==> src/rtl/bpsk_demod_ctrl.sv <==
`timescale 1ns/1ps
// ---------------------------------------------------------------------------
// bpsk_demod_ctrl
// Sequencer for a BPSK demodulator. It lets the delay line fill after enable,
// then measures the spacing between edges of the recovered code. It collects
// a window of accepted intervals and classifies the shortest one into a code
// rate. On a valid rate it locks and switches the demodulator to decoded
// output. While locked it watches for short intervals and for silence, and
// drops back to acquisition when either shows the lock has gone.
//
// Ports
//   clk_32m    in   single clock, rising edge
//   rst        in   synchronous active-high reset (overrides en)
//   en         in   controller enable; 0 forces IDLE
//   code       in   recovered code level
//   demod_en   out  demodulator run enable
//   mode       out  1 = decoded code, 0 = raw passthrough
//   locked     out  rate lock indicator
//   rate       out  code rate in kbps (0, 6, 8, 10)
//   rate_valid out  one-cycle pulse when rate is newly set
//   state      out  IDLE=0, SETTLE=1, ACQ=2, LOCK=3
//
// Parameter ranges: SETTLE_CYC >= 1, MAX_INT <= 8191, TIMEOUT <= 65536.
// ---------------------------------------------------------------------------
module bpsk_demod_ctrl #(
  parameter int SETTLE_CYC = 64,
  parameter int WIN_EDGES  = 16,
  parameter int MAX_INT    = 5500,
  parameter int TIMEOUT    = 60000,
  parameter int ERR_MAX    = 4
) (
  input  logic       clk_32m,
  input  logic       rst,
  input  logic       en,
  input  logic       code,
  output logic       demod_en,
  output logic       mode,
  output logic       locked,
  output logic [7:0] rate,
  output logic       rate_valid,
  output logic [1:0] state
);

  localparam int SW = (SETTLE_CYC > 1) ? $clog2(SETTLE_CYC) : 1;
  localparam int CW = $clog2(WIN_EDGES + 1);
  localparam int EW = $clog2(ERR_MAX + 1);

  localparam logic [12:0]   INT_SAT     = 13'h1FFF;
  localparam logic [12:0]   MAX_INT_V   = 13'(MAX_INT);
  localparam logic [15:0]   SIL_LAST    = 16'(TIMEOUT - 1);
  localparam logic [SW-1:0] SETTLE_LAST = SW'(SETTLE_CYC - 1);
  localparam logic [CW-1:0] WIN_V       = CW'(WIN_EDGES);
  localparam logic [EW-1:0] ERR_V       = EW'(ERR_MAX);

  typedef enum logic [1:0] {
    S_IDLE   = 2'd0,
    S_SETTLE = 2'd1,
    S_ACQ    = 2'd2,
    S_LOCK   = 2'd3
  } state_t;

  state_t        r_state,      w_state_next;
  logic          r_code_d;
  logic [12:0]   r_int_cnt,    w_int_cnt_next;
  logic [15:0]   r_sil_cnt,    w_sil_cnt_next;
  logic [SW-1:0] r_settle_cnt, w_settle_cnt_next;
  logic          r_armed,      w_armed_next;
  logic [12:0]   r_min,        w_min_next;
  logic [CW-1:0] r_acc_cnt,    w_acc_cnt_next;
  logic [EW-1:0] r_err_cnt,    w_err_cnt_next;
  logic [7:0]    r_rate,       w_rate_next;
  logic          r_rate_valid, w_rate_valid_next;
  logic          r_locked,     w_locked_next;
  logic          r_mode,       w_mode_next;
  logic          r_demod_en,   w_demod_en_next;

  // Rate bins, inclusive at both ends.
  function automatic logic [7:0] classify(input logic [12:0] v);
    if (v >= 13'd3100 && v <= 13'd3300)      classify = 8'd10;
    else if (v >= 13'd3900 && v <= 13'd4100) classify = 8'd8;
    else if (v >= 13'd5233 && v <= 13'd5433) classify = 8'd6;
    else                                     classify = 8'd0;
  endfunction

  // Lower edge of the bin that produced the locked rate.
  function automatic logic [12:0] bin_low(input logic [7:0] r);
    case (r)
      8'd10:   bin_low = 13'd3100;
      8'd8:    bin_low = 13'd3900;
      8'd6:    bin_low = 13'd5233;
      default: bin_low = 13'd0;
    endcase
  endfunction

  logic          w_edge;
  logic [12:0]   w_meas;
  logic          w_accept;
  logic          w_sil_hit;
  logic [CW-1:0] w_acc_inc;
  logic [12:0]   w_min_upd;
  logic [EW-1:0] w_err_inc;
  logic          w_short;

  assign w_edge    = code ^ r_code_d;
  // The counter holds spacing-1 at the edge; +1 gives the spacing itself.
  assign w_meas    = (r_int_cnt == INT_SAT) ? INT_SAT : r_int_cnt + 13'd1;
  assign w_accept  = w_edge && r_armed && (w_meas <= MAX_INT_V);
  // Silence would reach TIMEOUT this cycle; a coincident edge cancels it.
  assign w_sil_hit = (r_sil_cnt == SIL_LAST) && !w_edge;
  assign w_acc_inc = r_acc_cnt + 1'b1;
  assign w_min_upd = (w_meas < r_min) ? w_meas : r_min;
  assign w_err_inc = r_err_cnt + 1'b1;
  assign w_short   = w_meas < bin_low(r_rate);

  always_comb begin
    w_state_next      = r_state;
    w_settle_cnt_next = r_settle_cnt;
    w_armed_next      = r_armed;
    w_min_next        = r_min;
    w_acc_cnt_next    = r_acc_cnt;
    w_err_cnt_next    = r_err_cnt;
    w_rate_next       = r_rate;
    w_rate_valid_next = 1'b0;
    w_locked_next     = r_locked;
    w_mode_next       = r_mode;
    w_demod_en_next   = r_demod_en;
    w_sil_cnt_next    = w_edge ? 16'd0 : r_sil_cnt + 16'd1;
    if (w_edge)                  w_int_cnt_next = 13'd0;
    else if (r_int_cnt != INT_SAT) w_int_cnt_next = r_int_cnt + 13'd1;
    else                         w_int_cnt_next = r_int_cnt;

    case (r_state)
      S_IDLE: begin
        w_sil_cnt_next = 16'd0;
        if (en) begin
          w_state_next      = S_SETTLE;
          w_demod_en_next   = 1'b1;
          w_settle_cnt_next = '0;
        end
      end

      S_SETTLE: begin
        w_sil_cnt_next = 16'd0;
        if (r_settle_cnt == SETTLE_LAST) begin
          w_state_next      = S_ACQ;
          w_settle_cnt_next = '0;
          w_armed_next      = 1'b0;
          w_min_next        = INT_SAT;
          w_acc_cnt_next    = '0;
        end else begin
          w_settle_cnt_next = r_settle_cnt + 1'b1;
        end
      end

      S_ACQ: begin
        if (w_sil_hit) begin
          // Dead air: start over and treat the next edge as a new arm.
          w_sil_cnt_next = 16'd0;
          w_armed_next   = 1'b0;
          w_min_next     = INT_SAT;
          w_acc_cnt_next = '0;
        end else if (w_edge && !r_armed) begin
          w_armed_next = 1'b1;
        end else if (w_accept) begin
          if (w_acc_inc == WIN_V) begin
            w_min_next     = INT_SAT;
            w_acc_cnt_next = '0;
            if (classify(w_min_upd) != 8'd0) begin
              w_state_next      = S_LOCK;
              w_rate_next       = classify(w_min_upd);
              w_rate_valid_next = 1'b1;
              w_locked_next     = 1'b1;
              w_mode_next       = 1'b1;
              w_err_cnt_next    = '0;
            end
          end else begin
            w_acc_cnt_next = w_acc_inc;
            w_min_next     = w_min_upd;
          end
        end
      end

      S_LOCK: begin
        if (w_sil_hit || (w_accept && w_short && w_err_inc == ERR_V)) begin
          w_state_next   = S_ACQ;
          w_locked_next  = 1'b0;
          w_mode_next    = 1'b0;
          w_rate_next    = 8'd0;
          w_armed_next   = 1'b0;
          w_min_next     = INT_SAT;
          w_acc_cnt_next = '0;
          w_err_cnt_next = '0;
          w_sil_cnt_next = 16'd0;
        end else if (w_accept && w_short) begin
          w_err_cnt_next = w_err_inc;
        end
      end

      default: w_state_next = S_IDLE;
    endcase

    // Disable beats every other transition.
    if (!en) begin
      w_state_next      = S_IDLE;
      w_settle_cnt_next = '0;
      w_int_cnt_next    = 13'd0;
      w_sil_cnt_next    = 16'd0;
      w_armed_next      = 1'b0;
      w_min_next        = INT_SAT;
      w_acc_cnt_next    = '0;
      w_err_cnt_next    = '0;
      w_rate_next       = 8'd0;
      w_rate_valid_next = 1'b0;
      w_locked_next     = 1'b0;
      w_mode_next       = 1'b0;
      w_demod_en_next   = 1'b0;
    end
  end

  always_ff @(posedge clk_32m) begin
    if (rst) begin
      r_state      <= S_IDLE;
      r_code_d     <= 1'b0;
      r_int_cnt    <= 13'd0;
      r_sil_cnt    <= 16'd0;
      r_settle_cnt <= '0;
      r_armed      <= 1'b0;
      r_min        <= INT_SAT;
      r_acc_cnt    <= '0;
      r_err_cnt    <= '0;
      r_rate       <= 8'd0;
      r_rate_valid <= 1'b0;
      r_locked     <= 1'b0;
      r_mode       <= 1'b0;
      r_demod_en   <= 1'b0;
    end else begin
      r_state      <= w_state_next;
      r_code_d     <= code;
      r_int_cnt    <= w_int_cnt_next;
      r_sil_cnt    <= w_sil_cnt_next;
      r_settle_cnt <= w_settle_cnt_next;
      r_armed      <= w_armed_next;
      r_min        <= w_min_next;
      r_acc_cnt    <= w_acc_cnt_next;
      r_err_cnt    <= w_err_cnt_next;
      r_rate       <= w_rate_next;
      r_rate_valid <= w_rate_valid_next;
      r_locked     <= w_locked_next;
      r_mode       <= w_mode_next;
      r_demod_en   <= w_demod_en_next;
    end
  end

  assign state      = r_state;
  assign demod_en   = r_demod_en;
  assign mode       = r_mode;
  assign locked     = r_locked;
  assign rate       = r_rate;
  assign rate_valid = r_rate_valid;

endmodule

==> config.mk <==
export PLATFORM = sky130hd
export DESIGN_NAME = bpsk_demod_ctrl
export DESIGN_NICKNAME = d
export VERILOG_FILES = /design/src/rtl/bpsk_demod_ctrl.sv
export SDC_FILE = /design/constraint.sdc
export NUM_CORES = 1
export LEC_CHECK = 0
export ABC_AREA = 1
export CORE_ASPECT_RATIO = 0.75
export CORE_MARGIN = 8
export CORE_UTILIZATION = 40
export CTS_BUF_LIST = sky130_fd_sc_hd__clkbuf_4
export DETAILED_ROUTE_END_ITERATION = 10
export HOLD_SLACK_MARGIN = 0.02
export PLACE_DENSITY = 0.53
export RECOVER_POWER = 100
export SLEW_MARGIN = 25
export SYNTH_ARGS = -nofsm -noshare
export SYNTH_HDL_FRONTEND = slang
export SYNTH_SLANG_ARGS = --single-unit
==> constraint.sdc <==
create_clock -name clk_32m -period 6.3 [get_ports clk_32m]
set_input_delay 0.945 -clock clk_32m [delete_from_list [all_inputs] [get_ports clk_32m]]
set_output_delay 0.945 -clock clk_32m [all_outputs]
set_load 0.05 [all_outputs]
==> results of run 1 <==
[flip-flops by register name, summed over array words and instances (netlist names)]
register / cells
r_settle_cnt: 6
r_int_cnt: 13
r_sil_cnt: 16
state: 2
mode: 1
r_min: 13
r_acc_cnt: 5
rate: 3
demod_en: 1
r_err_cnt: 3
r_armed: 1
rate_valid: 1
r_code_d: 1
[cell families (layout without fill, tap and decap cells)]
kind of cell | Yosys count | after routing | synth area share (%)
AND/OR/NAND/NOR | 359 | 359 | 37.8
buffers and inverters | 123 | 132 | 11.5
AO/OA/AOI/OAI | 86 | 86 | 10.9
flip-flops | 66 | 66 | 28.3
adder cells (fa/ha/maj) | 28 | 28 | 7.52
XOR/XNOR | 21 | 21 | 3.95
other | 1 | 6 | 0.0805
[worst max-delay path, stage by stage (launching register included)]
cell	delay [ns]
dfxtp_1	0.45
ha_1	0.23
nand3_1	0.19
nor2_1	0.24
nand4_1	0.18
xor2_1	0.17
nand2_1	0.22
ha_1	0.38
nand3_1	0.10
nor3_1	0.39
nand2_4	0.21
nand2_1	0.64
nand2_1	0.18
nand2_2	0.17
nand2_1	0.06
nor2_1	0.20
inv_1	0.06
nand3_1	0.08
nand2_1	0.05
nand2_1	0.05
nand2_1	0.12
nand4_4	0.15
nand3_4	0.12
nand2_1	0.08
nand2_1	0.06
nor2_2	0.12
[final timing paths]
| check | start | endpoint | cells after the start |
|---|---|---|---|
| worst max-delay path | r_int_cnt[0]$_SDFFE_PP0N_ | rate[3]$_SDFFE_PP0P_ | 25 |
| worst min-delay path | r_sil_cnt[0]$_SDFF_PP0_ | r_sil_cnt[0]$_SDFF_PP0_ | 1 |
| worst max register to register | r_int_cnt[0]$_SDFFE_PP0N_ | rate[3]$_SDFFE_PP0P_ | 25 |
| worst min register to register | r_sil_cnt[0]$_SDFF_PP0_ | r_sil_cnt[0]$_SDFF_PP0_ | 1 |
[layout make-up]
class,instances,share of cell area [%]
multi-input combinational,499,56.3
clock inverter,7,1.57
inverter,103,7.86
tap,144,3.64
clock buffer,9,1.37
sequential,66,26.7
timing repair buffer,13,2.50
antenna,1,0.0506
[where the power goes]
part / switching, mW / total (mW) / internal (mW)
Combinational: 0.0606 / 0.0828 / 0.0222
Clock: 0.183 / 0.306 / 0.123
Sequential: 0.00616 / 0.431 / 0.425
Total: 0.249 / 0.820 / 0.571
[cells in the final DEF, fill, tap and decap left out, drive strengths merged]
cell           netlist  layout
inv                102     103
o211a                1       1
nor2               113     113
nor3                18      18
xnor2                9       9
clkinv               1       5
o21ai               32      32
nor4                 1       1
o211ai              11      11
xor2                12      12
nand4               15      15
clkdlybuf4s50        0       1
a31oi                1       1
nand2              156     156
a221oi               2       2
nand3b               2       2
conb                 1       5
a21oi               34      34
a211oi               5       5
ha                  28      28
nor3b                2       2
dlygate4sd3          0      11
dfxtp               66      66
diode                0       1
nand3               51      51
clkinvlp             0       1
clkbuf               4      10
bufinv               0       1
or2                  1       1
[metal layers]
metal  vias to the layer above  track usage (%)  part of all wire, %
met5                         -                0                    0
met4                         0             4.51                  1.3
met3                        16             3.21                  4.4
met2                        95             22.7                   40
met1                      1953             23.0                   55
li1                       2207                -                    -
[through the flow]
| stage | utilization, % | hold slack [ns] | area (um^2) |
|---|---|---|---|
| 3_3_place_gp | 42.1 | 0.434 | 4840 |
| 2_1_floorplan | - | 0.418 | 4680 |
| 6_report | 43.1 | 0.461 | 4950 |
| 5_1_grt | 43.1 | 0.493 | 4950 |
| 4_1_cts | 43.4 | 0.461 | 4980 |
| 3_5_place_dp | 42.1 | 0.441 | 4840 |
==> impl_metrics.toml, run 1 <==
[run]
drv_cap = 1

[grt]
grt_pass1_wl_um = 19600
antenna_found_initial = 0
grt_max_degree = 27
gr-usage-all-layers_pct = 15.7
grt_pass1_vias = 3944
grt-ovfl-total = 0

[synth]
synth_area_per_cell_um2 = 6.81
synth-seq-cells = 66
yosys.area.top_type = "dfxtp_1"
async_flop_share_pct = 0
yosysWarnings = 0
ys_top_cells_by_area = "dfxtp_1, nand2_1, nor2_1, ha_1, inv_1"
synth_flop_cell = "dfxtp_1"
synth_common_cells = "nand2_1, nor2_1, inv_1"
synth_area_um2 = 4660
yosysMostFrequentCell = "nand2_1"
synthDistinctLibCells = 42
synth-seq-area-share_pct = 28.3
post-synth-top-area-fraction_pct = 28.3
synth_edf_count = 0
synthCells = 684

[finish]
register_area_um2 = 1320
fillers = 1184
multi_input_area_um2 = 2790
num-nets-final = 724
fin_cells = 842
area_growth_pct = 6.20
drive_gt1_share_pct = 12.5

[setup_path]
crit_required_ns = 6.67
cp-end-kind = "register"
cp-start-kind = "register"
rrSetupSlack_ns = 1.33
crit_type = "reg2reg"
crit_fanout = 18
worst_ep_arrival_time_ns = 5.34

[drt]
vias_per_cell = 5.07
postRouteAntennaNets = 0
vias = 4271
routed_wl_um = 11700
drc = 0
wl_per_cell_um = 13.9
drt_iter0_drc = 295
dr.pass1.iters = 5

[sta]
relSlewSlack_pct = -13.4
fin_setup_tns_ns = 0
hold_viol_final = 0
setup_viol = 0
period_minus_slack_ns = 4.97
skew_ns = 0.0154
tightest_slew_ns = 1.68
post-route-period-util_pct = 78.8
worst_slack_ns = 1.33
fmax_mhz = 201
rsz0062_at_grt = "no"
drv_slew = 16

[clock_network]
holdBufCountCts = 0
root_buffer = "clkbuf_4"
post_cts_buffers = 0
clk_pin_slew_ns = 0.14
cts_max_path_buffers = 2
clock_latency_ns = 0.44
numCtsBuffers = 9
cts_resized = 0
h-tree-depth = 3
cts.sinks = 66
cts_tree = "built"

[power_and_ir_drop]
finalPower_mw = 0.820
vdd_drop_max_mv = 0.0910
p_per_area_nw_per_um2 = 166
p_leak_nw = 2.33

[status]
status = "finished, violations left"
violations = "max-capacitance violations, max-slew violations"

[floorplanning]
die_h_um = 109
ios = 18
placementRows = 34
dieWidth_um = 141
start_util_pct = 40.6
fp.coreArea_um2 = 11500
fp.dieArea_um2 = 15400

[placed_design]
placedCellCount = 825
dp_hpwl_um = 9020
pre_cts_ws_ns = 2.10
place.gp.congestion = 0.877
port_buffers = 12

[hold_path]
hp-class = "reg2reg"
(Power assumes the default switching activity.)
==> run 2: changes to the inputs <==
--- a/config.mk
+++ b/config.mk
@@ -12,7 +12,7 @@
 export CTS_BUF_LIST = sky130_fd_sc_hd__clkbuf_4
 export DETAILED_ROUTE_END_ITERATION = 10
 export HOLD_SLACK_MARGIN = 0.02
-export PLACE_DENSITY = 0.53
+export PLACE_DENSITY = 0.55
 export RECOVER_POWER = 100
 export SLEW_MARGIN = 25
 export SYNTH_ARGS = -nofsm -noshare
==> constraint.sdc (replaced) <==
create_clock -name clk_32m -period 4.36 [get_ports clk_32m]
set_input_delay 0.654 -clock clk_32m [delete_from_list [all_inputs] [get_ports clk_32m]]
set_output_delay 0.654 -clock clk_32m [all_outputs]
set_load 0.05 [all_outputs]
==> run 2 against run 1 <==
Net effect: the flow now finishes without violations; flip-flop and latch count unchanged; sequential share of layout area decreased by 0.89 points; final cell count increased by 1.4%; count of clock-buffer cells in the layout increased by 2; sequential power increased by 45%; power increased by 58%; setup slack got worse by 0.94 ns; clock power increased by 80%; non-clock buffer count increased by 12; critical endpoint is now rate[1]$_SDFFE_PP0P_; highest routed layer unchanged.
==> impl_metrics.toml, run 2 (synthesis results as in run 1) <==
[setup_path]
crit_required_ns = 4.74
worst_ep_arrival_time_ns = 4.34
crit_fanout = 18
reg2reg_from = "r_int_cnt[0]$_SDFFE_PP0N_"
worstSetupStartpoint = "r_int_cnt[0]$_SDFFE_PP0N_"
crit_type = "reg2reg"
r2r_cells = 23
cp-start-kind = "register"
cp-end-kind = "register"

[sta]
skew_ns = 0.0207
period_minus_slack_ns = 3.96
hold_viol_final = 0
post-route-period-util_pct = 90.9
drv_slew = 0
tightest_slew_ns = 1.22
relSlewSlack_pct = 18.8
fin_setup_tns_ns = 0
fmax_mhz = 252
setup_viol = 0
rsz0062_at_grt = "no"

[clock_network]
cts.sinks = 66
clock_latency_ns = 0.44
cts_tree = "built"
h-tree-depth = 3
cts_max_path_buffers = 2
holdBufCountCts = 0
root_buffer = "clkbuf_4"
numCtsBuffers = 9
clk_pin_slew_ns = 0.11

[run]
drv_cap = 0

[finish]
largest_register_ffs = 16
drive_gt1_share_pct = 15.4
fillers = 1193
area_growth_pct = 9.99
regMostFlops = "r_sil_cnt"
register_area_um2 = 1320
num_antenna_cells = 0
multi_input_area_um2 = 2840
reg_top3 = "r_sil_cnt: 16 flops, r_int_cnt: 13 flops, r_min: 13 flops"
final_common_cell = "nand2_1"
num-nets-final = 737
final_cell_mix = "nand2_1, nor2_1, inv_1"

[power_and_ir_drop]
finalPower_mw = 1.30
p_per_area_nw_per_um2 = 253
p_comb_share_pct = 9.3
internal_power_mw = 0.949
vdd_drop_max_mv = 0.106
clockPowerShare_pct = 42.6
seqPwrFrac_pct = 48.1
swShare_pct = 26.8
p_leak_nw = 2.42
p_switching_mw = 0.347

[drt]
routed_wl_um = 12200
wl_per_cell_um = 14.3
vias_per_cell = 5.11
postRouteAntennaNets = 0
drt_iter0_drc = 268
drc = 0
dr.pass1.iters = 4
vias = 4364

[grt]
grt_max_degree = 27
antenna_found_initial = 0
gr-usage-all-layers_pct = 16.2
grt_util_met1_pct = 23.4
grt_util_met2_pct = 23.2
top_usage_layer = "met1"
met3_usage_pct = 3.47
grt-ovfl-total = 0
grt_pass1_wl_um = 20000
grt_pass1_vias = 4034

[placed_design]
port_buffers = 12
place.gp.congestion = 0.886
dp_hpwl_um = 9250

[floorplanning]
ios = 18
fp.coreArea_um2 = 11500
fp.dieArea_um2 = 15400
start_util_pct = 40.6
die_h_um = 109
placementRows = 34
dieWidth_um = 141

[hold_path]
hold_start = "r_sil_cnt[0]$_SDFF_PP0_"
min_path_cells = 1
hp-class = "reg2reg"

[status]
status = "finished clean"
run 2: changes by cell type in the layout (fill, tap and decap cells not counted), sizes merged:
| cell | delta |
|---|---|
| inv | -1 |
| diode | -1 |
| clkbuf | +3 |
| buf | +11 |
| a21oi | +1 |
| bufinv | +2 |
| clkinv | -3 |
run 2: stage by stage:
step	hold slack, ns	std cells	instance area, um^2	setup WS (ns)	utilization [%]
detailed placement	0.456	832	4890	0.281	42.6
global route	0.511	854	5130	0.0253	44.6
global placement	0.438	832	4890	0.396	42.6
CTS	0.484	848	5080	0.254	44.2
finish	0.474	854	5130	0.396	44.6
floorplan	0.418	688	4680	0.847	-
run 2: power groups by stage:
stage / Combinational, mW / Sequential (mW) / Clock, mW
3_3_place_gp: 0.121 / 0.637 / 0
2_1_floorplan: 0.0904 / 0.642 / 0
3_5_place_dp: 0.122 / 0.637 / 0
4_1_cts: 0.123 / 0.623 / 0.568
5_1_grt: 0.136 / 0.625 / 0.584
6_report: 0.121 / 0.623 / 0.552
run 2: worst max-delay path, cell delays in order, from the launching register on:
cell	delay [ns]
dfxtp_2	0.39
ha_1	0.22
nand3_2	0.15
nor2_1	0.19
nand4_1	0.17
xor2_1	0.20
nand2_2	0.12
ha_1	0.31
nand3_1	0.13
nor3_2	0.25
nand2_4	0.20
nand2_8	0.19
nand2_1	0.07
nand2_1	0.15
inv_2	0.10
nor2_1	0.14
nand3_2	0.09
nor2_2	0.13
nand3_2	0.17
nand4_4	0.18
nand3_4	0.11
nand2_1	0.09
nand2_1	0.06
nor2_2	0.11
run 2: area by class of cell:
cell class | count | share of cell area, %
clock inverters | 5 | 2.00
clock buffers | 11 | 1.61
multi-input cells | 500 | 55.4
well taps | 144 | 3.51
inverters | 103 | 7.59
repair buffers | 25 | 4.10
flip-flops and latches | 66 | 25.8
run 2: metal layers:
layer	part of all wire, %	vias to the layer above	wire length [um]
met4	2.1	0	250
met1	54	1992	6550
met2	40	107	4830
li1	-	2236	-
met5	0	-	0
met3	4.6	29	558
run 2: path summary, 6_finish.rpt:
path | to | slack (ns)
setup / recovery | rate[1]$_SDFFE_PP0P_ | 0.40
hold / removal | r_sil_cnt[0]$_SDFF_PP0_ | 0.47
setup reg to reg | rate[1]$_SDFFE_PP0P_ | 0.40
hold reg to reg | r_sil_cnt[0]$_SDFF_PP0_ | 0.47
run 2: what timing repair did:
item,in CTS,in global routing
setup buffers,0,5
gates resized for setup,0,4
setup endpoints to repair,0,9
endpoints found under the hold margin,0,0
